**src/rtl/simd_argmax_unit.sv**
```systemverilog
// Streaming signed argmax/argmin reduction: consumes one element per cycle and
// reports the best value, its position and the frame length once per frame.
module simd_argmax_unit #(
    parameter int unsigned FUNCTION_BITS = 4,
    parameter int unsigned BIT_WIDTH     = 32,
    parameter int unsigned INDEX_BITS    = 16
) (
    input  logic                          clk,
    input  logic                          reset,
    input  logic [FUNCTION_BITS-1:0]      fn,
    input  logic                          in_valid,
    output logic                          in_ready,
    input  logic signed [BIT_WIDTH-1:0]   in_data,
    input  logic                          in_last,
    output logic                          out_valid,
    input  logic                          out_ready,
    output logic [BIT_WIDTH-1:0]          out_value,
    output logic [INDEX_BITS-1:0]         out_index,
    output logic [INDEX_BITS-1:0]         out_count,
    output logic                          out_err
);

    localparam logic [FUNCTION_BITS-1:0] FN_ARGMAX = FUNCTION_BITS'(0);
    localparam logic [FUNCTION_BITS-1:0] FN_ARGMIN = FUNCTION_BITS'(1);
    localparam logic [INDEX_BITS-1:0]    CNT_MAX   = '1;

    typedef enum logic {
        ACCUM = 1'b0,
        DONE  = 1'b1
    } state_e;

    state_e                       state_q, state_d;
    logic [FUNCTION_BITS-1:0]     fn_q, fn_d;
    logic [INDEX_BITS-1:0]        count_q, count_d;
    logic signed [BIT_WIDTH-1:0]  best_value_q, best_value_d;
    logic [INDEX_BITS-1:0]        best_index_q, best_index_d;
    logic [BIT_WIDTH-1:0]         out_value_q, out_value_d;
    logic [INDEX_BITS-1:0]        out_index_q, out_index_d;
    logic [INDEX_BITS-1:0]        out_count_q, out_count_d;
    logic                         out_err_q, out_err_d;

    logic                         frame_start;
    logic [FUNCTION_BITS-1:0]     frame_fn;
    logic                         fn_ok;
    logic                         better;

    // The first element's fn governs the whole frame, including that element itself.
    always_comb begin
        frame_start = (count_q == '0);
        frame_fn    = frame_start ? fn : fn_q;
        fn_ok       = (frame_fn == FN_ARGMAX) || (frame_fn == FN_ARGMIN);
        better      = 1'b0;
        if (frame_fn == FN_ARGMAX) begin
            better = (in_data > best_value_q);
        end else if (frame_fn == FN_ARGMIN) begin
            better = (in_data < best_value_q);
        end
    end

    // Next-state and result-load logic.
    always_comb begin
        state_d      = state_q;
        fn_d         = fn_q;
        count_d      = count_q;
        best_value_d = best_value_q;
        best_index_d = best_index_q;
        out_value_d  = out_value_q;
        out_index_d  = out_index_q;
        out_count_d  = out_count_q;
        out_err_d    = out_err_q;

        unique case (state_q)
            ACCUM: begin
                if (in_valid) begin
                    if (frame_start) begin
                        fn_d         = fn;
                        best_value_d = in_data;
                        best_index_d = '0;
                        count_d      = INDEX_BITS'(1);
                    end else begin
                        // Strict compare keeps the earliest index on ties; the
                        // saturated count doubles as the clamped replacement index.
                        if (better) begin
                            best_value_d = in_data;
                            best_index_d = count_q;
                        end
                        if (count_q != CNT_MAX) begin
                            count_d = count_q + INDEX_BITS'(1);
                        end
                    end
                    if (in_last) begin
                        state_d     = DONE;
                        out_value_d = fn_ok ? best_value_d : '0;
                        out_index_d = fn_ok ? best_index_d : '0;
                        out_count_d = count_d;
                        out_err_d   = !fn_ok;
                    end
                end
            end
            DONE: begin
                if (out_ready) begin
                    state_d = ACCUM;
                    count_d = '0;
                end
            end
            default: state_d = ACCUM;
        endcase
    end

    always_ff @(posedge clk or negedge reset) begin
        if (!reset) begin
            state_q      <= ACCUM;
            fn_q         <= '0;
            count_q      <= '0;
            best_value_q <= '0;
            best_index_q <= '0;
            out_value_q  <= '0;
            out_index_q  <= '0;
            out_count_q  <= '0;
            out_err_q    <= 1'b0;
        end else begin
            state_q      <= state_d;
            fn_q         <= fn_d;
            count_q      <= count_d;
            best_value_q <= best_value_d;
            best_index_q <= best_index_d;
            out_value_q  <= out_value_d;
            out_index_q  <= out_index_d;
            out_count_q  <= out_count_d;
            out_err_q    <= out_err_d;
        end
    end

    assign in_ready  = (state_q == ACCUM);
    assign out_valid = (state_q == DONE);
    assign out_value = out_value_q;
    assign out_index = out_index_q;
    assign out_count = out_count_q;
    assign out_err   = out_err_q;

endmodule
```
**config.mk**
```make
export PLATFORM = sky130hd
export DESIGN_NAME = simd_argmax_unit
export DESIGN_NICKNAME = d
export VERILOG_FILES = /design/src/rtl/simd_argmax_unit.sv
export SDC_FILE = /design/constraint.sdc
export NUM_CORES = 1
export LEC_CHECK = 0
export BUFFER_PORTS_ARGS = -buffer_cell sky130_fd_sc_hd__buf_2
export CORE_ASPECT_RATIO = 0.6
export CORE_MARGIN = 4
export CORE_UTILIZATION = 41
export DETAILED_ROUTE_END_ITERATION = 16
export GPL_TIMING_DRIVEN = 0
export PLACE_DENSITY_LB_ADDON = 0.15
export SLEW_MARGIN = 10
export SYNTH_ARGS = -nofsm -noshare
export SYNTH_HDL_FRONTEND = slang
export SYNTH_SLANG_ARGS = --single-unit
export TNS_END_PERCENT = 100
```
**constraint.sdc**
```tcl
create_clock -name clk -period 3 [get_ports clk]
set_clock_uncertainty 0.05 [all_clocks]
set_input_delay 0 -clock clk [delete_from_list [all_inputs] [get_ports clk]]
set_output_delay 0 -clock clk [all_outputs]
set_load 0.005 [all_outputs]
```
# Yosys cells after proc, flatten, opt, wreduce, memory -nomap -nowiden
# Index checks and enable logic that the tools add are counted.
[word_totals]
output_inout_bits = 67
ff_bits = 134
in_bits = 41
[op_classes]
mux = 18
n_eq_ne = 4
n_reduce_logical = 7
bitwise_logic = 1
n_lt_le_gt_ge = 2
add_sub_neg = 1
[op_table]
columns = ["op", "n"]
rows = [
  ["16-bit two-way mux", 7],
  ["32-bit two-way mux", 3],
  ["32-bit > comparator", 1],
  ["32-bit less-than comparator", 1],
  ["16-bit one-hot mux with 2 select lines", 1],
  ["16-bit by 1-bit adder with 16-bit output (second input constant)", 1],
  ["16-bit zero test", 1],
  ["16-bit inequality test (second input constant)", 1],
  ["1-bit two-way mux", 5],
  ["4-bit by 1-bit equality test with 1-bit output (second input constant)", 1],
  ["4-bit zero test", 1],
  ["4-bit two-way mux", 1],
  ["2-bit inequality test (second input constant)", 2],
  ["2-bit AND reduction", 2],
  ["3-bit AND reduction", 1],
  ["1-bit one-hot mux with 2 select lines", 1],
  ["1-bit zero test", 1],
  ["1-bit logical OR", 1],
  ["1-bit inverter", 1],
]

# Longest topological paths before layout
# Gate-level depths: netlist of the first run.
[logic_depth]
depth_word = 8
mapped_depth = 13

# Worst setup path before layout of the first run
# Ideal clock, no wire load.
[synth_path]
path_kind = "reg-to-reg"
startpoint = "register count_q[0]"
endpoint = "register best_value_q[10]"
setup_time_ps = 125
period_less_slack_ps = 2922
path_slack_ps = 78
arrival_time_ps = 2747
path_stages_with_launch = 13
cell_sequence = "dfrtp_1 inv_1 ha_1 nor4b_1 nand4_2 mux2i_4 xnor2_1 a2111oi_2 o21a_1 buf_6 nor2_4 buf_6 mux2_4"
[synth_between]
elab_chain_len = 7
word_cells_on_any_way = 8
[synth_rtl]
columns = ["element", "line_no", "source"]
rows = [
  ["start, declared", "34", "logic [INDEX_BITS-1:0] count_q, count_d;"],
  ["start signal, assigned", "124", "count_q <= count_d;"],
  ["16-bit zero test *", "49", "frame_start = (count_q == '0);"],
  ["4-bit two-way mux", "--", ""],
  ["4-bit by 1-bit equality test with 1-bit output", "55", "end else if (frame_fn == FN_ARGMIN) begin"],
  ["1-bit two-way mux", "55", ""],
  ["1-bit two-way mux", "53", "if (frame_fn == FN_ARGMAX) begin"],
  ["32-bit two-way mux", "83", "if (better) begin"],
  ["32-bit two-way mux *", "75", "if (frame_start) begin"],
  ["end signal, assigned", "125", "best_value_q <= best_value_d;"],
  ["end, declared", "35", "logic signed [BIT_WIDTH-1:0] best_value_q, best_value_d;"],
]
# Every way passes the cells marked *; elsewhere a longest branch is shown, timed or not.
# A chain may end at the register's enable or synchronous reset.

# Worst setup path in the final report of the first run
[layout_path]
startpoint = "register best_value_q[1]"
endpoint = "register best_value_q[21]"
[layout_between]
elab_chain_len = 5
word_cells_on_any_way = 6
[layout_rtl]
columns = ["element", "line_no", "source"]
rows = [
  ["32-bit less-than comparator", "56", "better = (in_data < best_value_q);"],
  ["1-bit two-way mux", "55", ""],
  ["1-bit two-way mux *", "53", ""],
  ["32-bit two-way mux *", "83", ""],
  ["32-bit two-way mux *", "75", ""],
]
# Marks and branches as above.

==> results of run 1 <==
[layout make-up]
class                           count  area [um^2]
Buffer                             32          216
Clock buffer                       22          464
Clock inverter                     10          104
Fill cell                        1408         7060
Inverter                           39          146
Multi-Input combinational cell    439         3520
Sequential cell                   134         3360
Tap cell                          228          285
Timing Repair Buffer              176         1240
[where the power goes]
part           internal [mW]  switching (mW)  leakage [nW]
sequential              2.25           0.318          1.76
combinational           2.09            1.81          2.51
clock                   1.26           0.790         0.287
total                   5.60            2.91          4.56
[stage by stage]
step / instance area [um^2] / worst slack, ps / cells
4_1_cts: 8950 / -13.5 / 1066
3_3_place_gp: 7740 / -838 / 983
3_5_place_dp: 7780 / -904 / 984
6_report: 9340 / -46.9 / 1080
5_1_grt: 9340 / -164 / 1080
2_1_floorplan: 6920 / 77.6 / 648
[placed cells by master (no fill, tap or decap), types with 5 or more instances in the layout]
cell,Yosys,routed
mux2i_1,50,45
a22o_1,17,17
mux2i_2,1,5
dfrtp_1,134,129
dfrtp_2,0,5
clkbuf_1,23,22
nor2_1,12,12
buf_6,9,9
buf_2,3,108
ha_1,34,26
nand3_1,11,11
and3_1,8,8
a21oi_1,24,18
xnor2_1,10,9
a21oi_2,0,6
o21ai_0,84,79
nand2_1,86,86
inv_1,39,35
dlygate4sd3_1,0,38
buf_4,1,25
o21ai_1,0,5
clkbuf_16,0,19
ha_4,0,8
mux2_4,30,31
clkinv_2,0,7
nand4_1,10,10
[worst paths after layout]
check / to
max: best_value_q[21]
min: out_count[10]
max reg2reg: best_value_q[21]
min reg2reg: out_value[24]
max in group asynchronous: count_q[3]
min in group clk: out_count[13]
[flip-flops by register name (all words and copies together), names as in the netlist]
register	flops
out_err	1
fn_q	4
best_value_q	32
best_index_q	16
out_index	16
out_value	32
out_valid	1
count_q	16
out_count	16
[logic make-up (layout without fill, tap and decap cells)]
family / count (synthesis) / in the layout
DFF: 134 / 134
and+or+nand+nor: 150 / 150
AOI/OAI and AO/OA: 154 / 154
buffers and inverters: 75 / 279
xor gates and xnor gates: 14 / 14
muxes: 87 / 87
adders and majority gates: 34 / 34
[per-layer routing]
layer / vias to the layer above / track usage, % / wire length, um
met4: 0 / 5.17 / 195
met1: 2795 / 32.8 / 10100
met5: - / 0 / 0
li1: 2677 / - / -
met2: 177 / 28.6 / 8270
met3: 13 / 5.30 / 1260
[what timing repair did]
action / in CTS / in global routing
setup buffers: 12 / 16
gates resized for setup: 23 / 45
endpoints found under the setup margin: 96 / 93
hold buffers: 38 / 0
gates cloned: 0 / 2
pin swaps: 3 / 10
endpoints found under the hold margin: 151 / 0
==> run metrics, run 1 <==
Primary FF master, synth dfrtp_1; warning count from the yosys run 0; largest stage delay on the critical path 390 ps; result of the run finished, violations left; First-pass DRT Iterations 5; Critical Path Stages 14; total inserted antenna cells 0; DR iter-0 viols 325; startpoint of the worst setup timing path best_value_q[1]; transition time of the tightest slew-check pin 814 ps; share of synthesized area spent on multiplexers 15.1%; routability cong. 0.893; Antenna Nets Post-Route 0; total clock buffers created by CTS 17; RSZ-0062 raised after global routing true; startpoint of the lowest-slack register-to-register path best_value_q[1]; slack of the worst reg-to-reg path -50 ps; share of the synthesized area in the top cell type 48.4%; FFs w/ async S/R, synth 100%; type of the worst setup path flip-flop to flip-flop; cell at the root of the clock tree clkbuf_16; Final HPWL DP 13800 um; number of instances in the synthesized netlist 648; Die H 109 um; core area 0.0164 mm^2; worst slew margin relative to its limit 45.7%; Post-Synth Simple-Gate Area 10.1%; number of flip-flops and latches in the synthesized netlist 134; Worst Setup End Kind flip-flop; Static Leak 4.56 nW; Crit-path slowest cell dfrtp_1; Fin Setup TNS -334 ps; cell mode on critical path buf_6; Hold Worst Slack 138 ps; Syn Nets 723; type of element launching the critical path flip-flop; count of maximum capacitance violations 0; critical path fanouts, max 6; Die Span X 176 um; arithmetic-cell share of the synthesized area counting full adders, half adders and majority gates 6.14%; share of post-route cells with drive strength above 1 30.6%; path category of the worst min-delay check primary input to async pin; Worst Path Required 3250 ps; violations in the final reports negative setup slack; Num Clock Sinks 134; Tcrit/Tclk final 102%; via count 5662; vias in the first global route 5653; Routed wire per std cell 18.3 um; worst path arrival time 3300 ps; Die Footprint 0.0191 mm^2; cell row count 36; library cell occupying the most area in the post-synthesis netlist dfrtp_1; dominant cell by count in the synthesized netlist dfrtp_1; Synth-to-Final Area Change 34.9%; XOR/XNOR share of the synthesized area 1.77%; layout net count 914; post-synthesis sequential area ratio 48.4%; vias per cell 5.24; maximum number of pins on one net before global-route repair 84; H-tree lvl count 4; aggregate global-route resource usage 20.9%; cell types with the largest area share after synthesis dfrtp_1, mux2i_1, mux2_4; number of max-slew violations in the final report 0; TritonCTS clock tree done; Power Total 8.52 mW; Max Freq 328 MHz; Worst-Skew Late Latency 420 ps; global-route wire length before repair 31100 um; mean post-synth cell area 10.7 um^2; final critical delay including setup and external delays 3050 ps; Post-Syn Area 0.00692 mm^2; worst path setup slack after routing -46.9 ps; count of cell types in the netlist 49; Setup-failing EPs final 11; compound-cell area share of the yosys netlist 13.3%; buffers and inverters on the worst path 5; cell-by-cell trace of the critical path inv_2, ha_4, nor2b_4, o211ai_1, a2111oi_2, o31a_1, buf_6, o32a_1, o21a_1, buf_6, nor2_4, buf_12, clkbuf_16, mux2_4; number of top-level design ports 108; clock-pin slew of the registers on the worst-case setup and hold paths 60 ps; Total Wirelength 19800 um; DRC 0; number of synthesized flops with an enable pin 0; Max IR drop VDD 0.416 mV; final hold violation count 0; number of buffer cells added on primary ports 107; worst-case reg-to-reg path depth 14; end-of-flow core utilization 57.0%; deepest clock path buffer count 2; Commonest cells post-synth dfrtp_1, nand2_1, o21ai_0; Initial Util 42.2%; antenna violations before repair 0; sum of overflow across all layers after global routing 0; kind of cell with the highest combined delay on the critical path compound AO/OA/AOI/OAI gates; power per cell area 912 mW/mm^2; largest family of logic cells by synthesized area multiplexers
Note: power is estimated with default switching activity, not from simulation.
==> inputs of run 2 (changes only) <==
--- a/config.mk
+++ b/config.mk
@@ -6,9 +6,12 @@
 export NUM_CORES = 1
 export LEC_CHECK = 0
 export BUFFER_PORTS_ARGS = -buffer_cell sky130_fd_sc_hd__buf_2
+export CELL_PAD_IN_SITES_DETAIL_PLACEMENT = 0
+export CELL_PAD_IN_SITES_GLOBAL_PLACEMENT = 1
 export CORE_ASPECT_RATIO = 0.6
 export CORE_MARGIN = 4
-export CORE_UTILIZATION = 41
+export CORE_UTILIZATION = 40
+export CTS_CLUSTER_SIZE = 10
 export DETAILED_ROUTE_END_ITERATION = 16
 export GPL_TIMING_DRIVEN = 0
 export PLACE_DENSITY_LB_ADDON = 0.15
==> run 2 against run 1 <==
The run still ends with negative setup slack left. Non-clock buffer count rose by 11. Global-route usage is essentially flat. Worst hold slack got worse by 56 ps. Combinational power is 8.2% higher. Power rose by 7.5%. Utilization rose by 1.0 points. Wire length increased by 0.80%. Final cell count increased by 1.0%. Via count rose by 0.32%. First-iteration DRC count is 22% higher. Clock power grew 16%. Largest cell class unchanged. Highest routed layer unchanged.
==> run metrics, run 2 (same netlist as run 1, synthesis figures left out) <==
result of the run finished, violations left (unchanged); violations in the final reports negative setup slack (unchanged); Synth-to-Final Area Change 38.8% (was 34.9%); routed wire length on met2 8120 um (was 8270 um); Worst-Skew Late Latency 430 ps (was 420 ps); number of max-slew violations in the final report 0 (unchanged); Tcrit/Tclk final 101% (was 102%); antenna violations before repair 0 (unchanged); sum of overflow across all layers after global routing 0 (unchanged); final critical delay including setup and external delays 3020 ps (was 3050 ps); commonest non-fill, non-tap cell in the layout dfrtp_1 (unchanged); transition time of the tightest slew-check pin 703 ps (was 814 ps); worst-case reg-to-reg path depth 12 (was 14); Fin Setup TNS -156 ps (was -334 ps); Gate power share 46.1% (was 45.8%); cell at the root of the clock tree clkbuf_16 (unchanged); aggregate global-route resource usage 20.9% (about the same); met1 routed wirelength after detailed routing 10400 um (was 10100 um); number of fillers in the final layout 1481 (was 1408); area occupied by multi-input gates 0.00353 mm^2 (was 0.00352 mm^2); total inserted antenna cells 0 (unchanged); number of buffer cells added on primary ports 107 (unchanged); register area 0.00336 mm^2 (about the same); share of total power in the clock network 26.0% (was 24.0%); RSZ-0062 raised after global routing true (unchanged); share of post-route cells with drive strength above 1 32.0% (was 30.6%); Antenna Nets Post-Route 0 (unchanged); met3 wire len 1300 um (was 1260 um); power per cell area 953 mW/mm^2 (was 912 mW/mm^2); Max IR drop VDD 0.469 mV (was 0.416 mV); top routing layer in use met4 (unchanged); global-route wire length before repair 31700 um (was 31100 um); cell row count 36 (unchanged); clock-pin slew of the registers on the worst-case setup and hold paths 60 ps (about the same); end of the worst register-to-register path best_value_q[3] (was best_value_q[21]); DRC 0 (unchanged); Total Wirelength 20000 um (was 19800 um); via count 5680 (was 5662); total clock buffers created by CTS 17 (unchanged); highest-count cells in the layout ignoring fill and taps dfrtp_1, buf_2, nand2_1 (unchanged); Worst Path Required 3260 ps (was 3250 ps); type of element launching the critical path flip-flop (unchanged); vias per cell 5.21 (was 5.24); layout net count 925 (was 914); Int Pwr 6.09 mW (was 5.60 mW); core area 0.0166 mm^2 (was 0.0164 mm^2); worst path arrival time 3280 ps (was 3300 ps); switch share 33.5% (was 34.2%); share of power burned in registers 27.9% (was 30.1%); Num Clock Sinks 134 (unchanged); count of maximum capacitance violations 0 (unchanged); final hold violation count 0 (unchanged); Routed wire per std cell 18.3 um (about the same); number of top-level design ports 108 (unchanged); deepest clock path buffer count 2 (unchanged); path category of the worst min-delay check primary input to async pin (unchanged); Final HPWL DP 13700 um (was 13800 um); Die H 110 um (was 109 um); critical path fanouts, max 7 (was 6); worst slew margin relative to its limit 53.1% (was 45.7%); Max Freq 331 MHz (was 328 MHz); type of the worst setup path flip-flop to flip-flop (unchanged); Setup-failing EPs final 18 (was 11); maximum number of pins on one net before global-route repair 71 (was 84); slack of the worst reg-to-reg path -20 ps (was -50 ps); Die Footprint 0.0195 mm^2 (was 0.0191 mm^2); Die Span X 178 um (was 176 um); power spent charging and discharging nets 3.07 mW (was 2.91 mW); Power Total 9.16 mW (was 8.52 mW); TritonCTS clock tree done (unchanged); First-pass DRT Iterations 5 (unchanged); Static Leak 4.66 nW (was 4.56 nW); Initial Util 41.8% (was 42.2%); H-tree lvl count 4 (unchanged); worst path setup slack after routing -22.1 ps (was -46.9 ps); vias in the first global route 5670 (was 5653); DR iter-0 viols 395 (was 325); Worst Setup End Kind flip-flop (unchanged); startpoint of the lowest-slack register-to-register path count_q[11] (was best_value_q[1]); routability cong. 0.866 (was 0.893)
-- run 2: cell count changes in the layout (fill, tap and decap cells not counted), moves of 4 or more --
| cell | previous run | this run |
|---|---|---|
| o21ai_0 | 79 | 59 |
| o21ai_1 | 5 | 25 |
| clkinv_2 | 7 | 0 |
| buf_4 | 25 | 31 |
| buf_12 | 4 | 9 |
| inv_6 | 0 | 4 |
| mux2i_2 | 5 | 1 |
-- run 2: area by class of cell --
| cell class | instances | share of cell area [%] |
|---|---|---|
| Buffer | 34 | 2.72 |
| Clock buffer | 19 | 4.61 |
| Clock inverter | 13 | 2.27 |
| Inverter | 39 | 1.55 |
| Multi-Input combinational cell | 439 | 36.7 |
| Sequential cell | 134 | 34.9 |
| Tap cell | 228 | 2.97 |
| Timing Repair Buffer | 185 | 14.2 |
-- run 2: timing repair --
item / in CTS / in global routing
hold endpoints to repair: 133 / 0
pin swaps: 9 / 15
setup endpoints to repair: 96 / 96
buffers inserted: 23 / 12
gates resized for setup: 43 / 60
cloned: 1 / 3
hold buffers: 38 / 0
-- run 2: critical path, stage by stage (launching register included) --
cell and delay, ps:
dfrtp_2 460, nor4_4 400, nand4_4 200, buf_6 170, buf_6 110, a21o_1 180, a2111oi_2 370, o21a_1 200
buf_6 130, nor2_4 40, buf_12 150, clkbuf_16 160, mux2_4 290
-- run 2: how the worst max path moves through the flow --
stage | start | endpoint | slack [ps] | cells past startpoint
CTS | best_value_q[1] | best_value_q[4] | -40 | 13
detailed placement | best_value_q[27] | best_index_q[10] | -840 | 10
floorplan | count_q[0] | best_value_q[10] | 80 | 12
global placement | best_value_q[27] | best_index_q[9] | -750 | 10
global route | count_q[0] | best_value_q[5] | -110 | 14
finish | count_q[11] | best_value_q[3] | -20 | 12
-- run 2: per-stage QoR --
step / instances / setup WS, ps / hold WS [ps] / util, % / area, um^2
after floorplan: 648 / 77.6 / -346 / - / 6920
after global placement: 983 / -747 / 156 / 46.7 / 7740
after CTS: 1077 / -40.3 / 120 / 56.1 / 9300
after global routing: 1091 / -105 / 170 / 58.0 / 9610
after detailed placement: 984 / -837 / 6.01 / 46.9 / 7780
final: 1091 / -22.1 / 81.3 / 58.0 / 9610
-- run 2: layer usage --
| metal | track usage (%) | vias up |
|---|---|---|
| met5 | 0 | - |
| met4 | 4.47 | 0 |
| met3 | 5.15 | 14 |
| met2 | 29.6 | 158 |
| met1 | 32.2 | 2810 |
| li1 | - | 2698 |
-- run 2: power by group through the flow --
| stage | clock (mW) | sequential (mW) | combinational [mW] |
|---|---|---|---|
| after floorplan | 0 | 2.53 | 2.29 |
| after global placement | 0 | 2.57 | 3.01 |
| after detailed placement | 0 | 2.59 | 3.07 |
| after CTS | 2.41 | 2.54 | 3.77 |
| after global routing | 2.50 | 2.61 | 4.56 |
| final | 2.38 | 2.55 | 4.22 |
